<file path="src/rtl/piso_stream_serializer.sv">
`default_nettype none
// ----------------------------------------------------------------------------
// piso_stream_serializer: valid/ready word-to-lane serializer with framing.
// Revision 1.0
// ----------------------------------------------------------------------------
module piso_stream_serializer #(
  parameter int DATA_WIDTH = 16,
  parameter int LANES      = 1,
  parameter int MSB_FIRST  = 0
) (
  input  logic                  clk,
  input  logic                  reset,
  input  logic [DATA_WIDTH-1:0] din,
  input  logic                  din_valid,
  output logic                  din_ready,
  output logic [LANES-1:0]      dout,
  output logic                  dout_valid,
  input  logic                  dout_ready,
  output logic                  dout_last,
  output logic                  busy
);

  localparam int BEATS = DATA_WIDTH / LANES;
  localparam int CNT_W = (BEATS > 1) ? $clog2(BEATS) : 1;
  localparam logic [CNT_W-1:0] LAST_CNT = CNT_W'(BEATS - 1);

  typedef enum logic [0:0] {
    IDLE  = 1'b0,
    SHIFT = 1'b1
  } state_t;

  state_t                state;
  state_t                state_next;
  logic [DATA_WIDTH-1:0] shreg;
  logic [DATA_WIDTH-1:0] shreg_next;
  logic [DATA_WIDTH-1:0] shifted;
  logic [CNT_W-1:0]      beat_cnt;
  logic [CNT_W-1:0]      beat_cnt_next;
  logic                  load;
  logic                  advance;
  logic                  finish;

  assign dout_valid = (state == SHIFT);
  assign busy       = dout_valid;
  assign dout_last  = dout_valid && (beat_cnt == LAST_CNT);
  // Ready during reset so the producer sees the block as empty immediately.
  assign din_ready  = reset || !dout_valid || (dout_ready && dout_last);

  assign load    = din_valid && din_ready;
  assign advance = dout_valid && dout_ready && !dout_last;
  assign finish  = dout_valid && dout_ready && dout_last;

  // shreg is cleared whenever idle, so dout is 0 without an explicit gate.
  generate
    if (MSB_FIRST != 0) begin : g_msb_first
      assign dout = shreg[DATA_WIDTH-1 -: LANES];
    end else begin : g_lsb_first
      assign dout = shreg[LANES-1:0];
    end

    if (BEATS == 1) begin : g_single_beat
      assign shifted = '0;
    end else if (MSB_FIRST != 0) begin : g_shift_left
      assign shifted = {shreg[DATA_WIDTH-LANES-1:0], {LANES{1'b0}}};
    end else begin : g_shift_right
      assign shifted = {{LANES{1'b0}}, shreg[DATA_WIDTH-1:LANES]};
    end
  endgenerate

  always_comb begin
    state_next    = state;
    shreg_next    = shreg;
    beat_cnt_next = beat_cnt;
    if (load) begin
      // A load takes precedence over retiring the last beat in the same cycle.
      state_next    = SHIFT;
      shreg_next    = din;
      beat_cnt_next = '0;
    end else if (advance) begin
      shreg_next    = shifted;
      beat_cnt_next = beat_cnt + CNT_W'(1);
    end else if (finish) begin
      state_next    = IDLE;
      shreg_next    = '0;
      beat_cnt_next = '0;
    end
  end

  always_ff @(posedge clk) begin
    if (reset) begin
      state    <= IDLE;
      shreg    <= '0;
      beat_cnt <= '0;
    end else begin
      state    <= state_next;
      shreg    <= shreg_next;
      beat_cnt <= beat_cnt_next;
    end
  end

endmodule
`default_nettype wire

</file>
<file path="config.mk">
export PLATFORM = sky130hd
export DESIGN_NAME = piso_stream_serializer
export DESIGN_NICKNAME = d
export VERILOG_FILES = /design/src/rtl/piso_stream_serializer.sv
export SDC_FILE = /design/constraint.sdc
export NUM_CORES = 1
export LEC_CHECK = 0
export BUFFER_PORTS_ARGS = -buffer_cell sky130_fd_sc_hd__buf_4
export CAP_MARGIN = 20
export CORE_UTILIZATION = 32
export CTS_CLUSTER_DIAMETER = 150
export DETAILED_ROUTE_END_ITERATION = 7
export PLACE_DENSITY = 0.5
export SLEW_MARGIN = 0
export SYNTH_ARGS = -nofsm -noshare
export SYNTH_HDL_FRONTEND = slang
export SYNTH_SLANG_ARGS = --single-unit
</file>
<file path="constraint.sdc">
create_clock -name clk -period 1.9 [get_ports clk]
set_clock_uncertainty 0.05 [all_clocks]
set_input_delay 0.475 -clock clk [delete_from_list [all_inputs] [get_ports clk]]
set_output_delay 0.475 -clock clk [all_outputs]
set_load 0.1 [all_outputs]
</file>
### After elaboration in Yosys (flattened, before gate mapping)

Cells that the tools add are included.

* register bits after elaboration: 21
* bits in latches: 0
* RAM bits: 0
* ROM bits: 0
* input bits: 20
* output and inout bits: 5
* memories kept: 0

* add/subtract/negate cells: 1
* $mul: 0
* divide/modulo/power cells: 0
* $lt $le $gt $ge: 0
* equal/unequal tests: 2
* shift operators: 0
* muxes and demuxes: 8
* bitwise logic cells: 0
* reductions and logical operators: 15

Operators with widths (number)
* 2-to-1 mux 16 bit: 3
* 2-to-1 mux 4 bit: 2
* logical AND 1 bit: 6
* adder 4 x 1 -> 4 bit, second input constant: 1
* == test 4 bit, second input constant: 1
* nonzero test 2 bit: 2
* 2-to-1 mux 1 bit: 3
* nonzero test 3 bit: 1
* zero test 1 bit: 2
* logical OR 1 bit: 2
* inequality test 2 bit, second input constant: 1
* AND reduction 2 bit: 1
* OR reduction 2 bit: 1

### Longest topological paths before layout

* depth in word-level cells: 7
* depth in mapped cells: 6
* depth with buffers taken out: 4

### Worst setup path after synthesis

No wires, ideal clock.

* kind: reg2out
* start point: reg state (netlist: busy)
* end point: out dout_last
* arrival: 1959 ps
* required time: 1375 ps
* slack: -584 ps
* stages on the path, launching flop included: 3
* path buffers: 1
* cells stage by stage: dfxtp_1 -> buf_6 -> and2_1

* word-level cells in the longest chain between the ends: 1

RTL lines
* start, declared: RTL line 32 `state_t state;`
* start signal, assigned: RTL line 95 `state <= state_next;`
* logical AND 1 bit: RTL line 45 `assign dout_last = dout_valid && (beat_cnt == LAST_CNT);`
* end, declared: RTL line 19 `output logic dout_last,`

Every way passes these cells.

### Worst setup path in the final report

* start point: reg beat_cnt[1]
* end point: out dout_last

* word-level cells in the longest chain between the ends: 2

RTL lines
* start, declared: RTL line 37 `logic [CNT_W-1:0] beat_cnt;`
* start signal, assigned: RTL line 97 `beat_cnt <= beat_cnt_next;`
* == test 4 bit: RTL line 45
* logical AND 1 bit: RTL line 45

Every way passes these cells.

==> results.toml <==
[pwr]
vdd_drop_max_v = 0.0003214
p_per_area_nw_per_um2 = 656.7
power.leakage_nw = 0.5601

[cells_and_area]
num-nets-final = 154
syn2layout_area_growth_pct = 29.99
postLayoutCoreUtil_pct = 44.23
final_cells = 176
num_antenna_cells = 0
drive_gt1_share_pct = 34.85

[logic_synthesis]
yosys_warnings = 0
synth_area_leaders = "dfxtp_1 (40%), nor2b_1 (16%), a221o_1 (14%)"
ys_ff_latch = 21
ys.flop_type = "dfxtp_1"
synth_commonest_cells = "nor2b_1 (26), dfxtp_1 (21), a221o_1 (15)"
synth.most_common_cell = "nor2b_1"
synth-edff-count = 0
synth_async_sr_flop_share_pct = 0
ys_types = 30
syn_nets = 126
avgSynthCellArea_um2 = 9.974
synth_top_cell_by_area = "dfxtp_1"
seq_area_frac_synth_pct = 40.14
synthCells = 105
synth_area_um2 = 1047
synth_top_area_share_pct = 40.14

[worst_hold_path]
holdPathEnd = "shreg[15]$_SDFFE_PP0P_"
hold_start = "din[15]"
holdCritPathClass = "primary input to flop"
hold_depth = 2

[sta]
slew_headroom_pct = 81.55
rsz0062_at_grt = "yes"
fin_crit_sh_pct = 98.36
finalSetupTns_ns = 0
setup_viol = 0
min_period_ns = 1.869
worstMarginPinSlew_ns = 0.2791
maxSlewViolCount = 0
hold_viol = 0
finalHoldWorstSlack_ns = 0.3263
max_freq_mhz = 535.1

[placed_design]
dp.cells = 168
gp_congestion = 0.6565
numPortBuffers = 24
hpwl_mm = 1.465

[floorplan]
start_util_pct = 34.02
die_x_um = 59.21
rows = 20
die_h_um = 59.21
die_area_um2 = 3505
core_area_um2 = 3078
ios = 25

[detailed_routing]
wl_mm = 2.279
drc_errors = 0
vias = 841
drt_first_pass_iters = 4
via_per_inst = 4.778
drt_iter0_drc = 51
ant_nets = 0
wl_per_cell_um = 12.95

[setup_path]
cp-end-kind = "output port"
worstPathCellList = "ha_4 -> and3_4 -> and2_4 -> buf_12"
reg2reg_setup_slack_ns = 0.30
cp_num_buf_inv = 1
reg2reg_from = "beat_cnt[0]$_SDFFE_PP0P_"
cp.arrival_ns = 1.34
r2r_end = "beat_cnt[0]$_SDFFE_PP0P_"
reg2regPathDepth = 5
startpoint_type = "flop"
crit_fanout = 4
cpMaxStageDelayCell = "dfxtp_2"
critPathKind = "flop to output port"
max_stage_delay_ns = 0.37
required_ns = 1.37
path_delay_family = "flip-flops"

[grt]
grt_use_met2_pct = 21.99
grt_util_all_layers_pct = 14.46
grt_first_pass_wirelength_mm = 3.760
overflow = 0
antenna_found_initial = 0
use_met3_pct = 2.620
grt_max_degree = 19
grt_pass1_vias = 829
gr-usage-met1_pct = 19.59
top_usage_layer = "met2"

[clocking]
clockBufferDepth = 2
h-tree-depth = 1
cts_buffers = 3
cts_tree = "done"
clock-sinks = 21
clock_latency_ns = 0.30
root_buffer = "clkbuf_4"
path_clk_slew_ns = 0.11
postCtsHoldBufs = 0

[status]
outcome = "complete, no violations"

[job]
max-cap-violations = 0
[report_power, final]
group          total [mW]  internal, mW  leakage, nW  switching, mW
logic               0.202        0.0875        0.369          0.114
registers           0.480         0.466        0.174         0.0138
clock network       0.213        0.0784       0.0177          0.134
total               0.894         0.632        0.560          0.262
[worst register-to-register path, stage by stage (launching register included)]
cell,delay (ns)
dfxtp_4,0.37
ha_4,0.17
and3_4,0.18
buf_4,0.15
a311o_1,0.40
o21ba_1,0.23
[final cells by class]
type                       count  area (um2)
fill                         330        1717
tap                           44       55.05
clock buffer                   3       22.52
timing repair buffer          32       265.3
multi-input combinational     74       580.6
inverter                       1       3.754
sequential                    21       429.2
clock inverter                 1       5.005
[repair_timing]
action                                  CTS  global route
gates resized for setup                   8             3
endpoints found under the setup margin    2             2
buffers inserted                          2             2
[how the worst max path moves through the flow]
stage / from / endpoint / slack (ns) / cells after the start
2_1_floorplan: busy$_SDFFE_PP0P_ / din_ready / -0.08 / 2
3_3_place_gp: beat_cnt[1]$_SDFFE_PP0P_ / dout_last / 0.21 / 4
3_5_place_dp: beat_cnt[1]$_SDFFE_PP0P_ / dout_last / 0.19 / 4
4_1_cts: beat_cnt[0]$_SDFFE_PP0P_ / dout_last / 0.02 / 4
5_1_grt: beat_cnt[1]$_SDFFE_PP0P_ / dout_last / -0.05 / 4
6_report: beat_cnt[1]$_SDFFE_PP0P_ / dout_last / 0.03 / 4
[layer usage]
metal | up-vias | share of wire, %
li1 | 434 | -
met1 | 389 | 51
met2 | 16 | 45
met3 | 2 | 3.8
met4 | 0 | 0.83
met5 | - | 0
[through the flow]
stage	total power [mW]	worst slack, ns	area, um2
after floorplan	0.6291	-0.08240	1066
after global placement	0.6816	0.2066	1259
after detailed placement	0.6829	0.1884	1259
after CTS	0.9071	0.01567	1333
after global routing	0.9551	-0.04881	1361
final	0.8940	0.03121	1361
[cell usage in the layout, fill, tap and decap left out, types with 2 or more instances in the layout]
cell      netlist  final
nor2_1          2      2
nor3_1          2      2
dfxtp_1        21     18
nor2b_1        26     26
buf_4           1     30
a21oi_1         3      3
clkbuf_4        0      3
dfxtp_4         0      2
nor3b_1         3      3
nand2_1         2      2
o21ai_0         2      2
a221o_1        15     15
buf_12          0      2
nand3_1         3      3
[logic make-up after synthesis]
logic type / Yosys count / share of synthesized area (%)
compound gates: 25 / 22.22
xor+xnor: 1 / 0.8365
fa+ha+maj: 1 / 1.195
buf+inv: 10 / 7.167
flops: 21 / 40.14
mux: 1 / 1.433
simple gates: 46 / 27.00
[registers in the layout, summed over array words and instances (netlist names)]
name and flops:
shreg 16, beat_cnt 4, busy 1
Power figures use the tool's default switching activity.
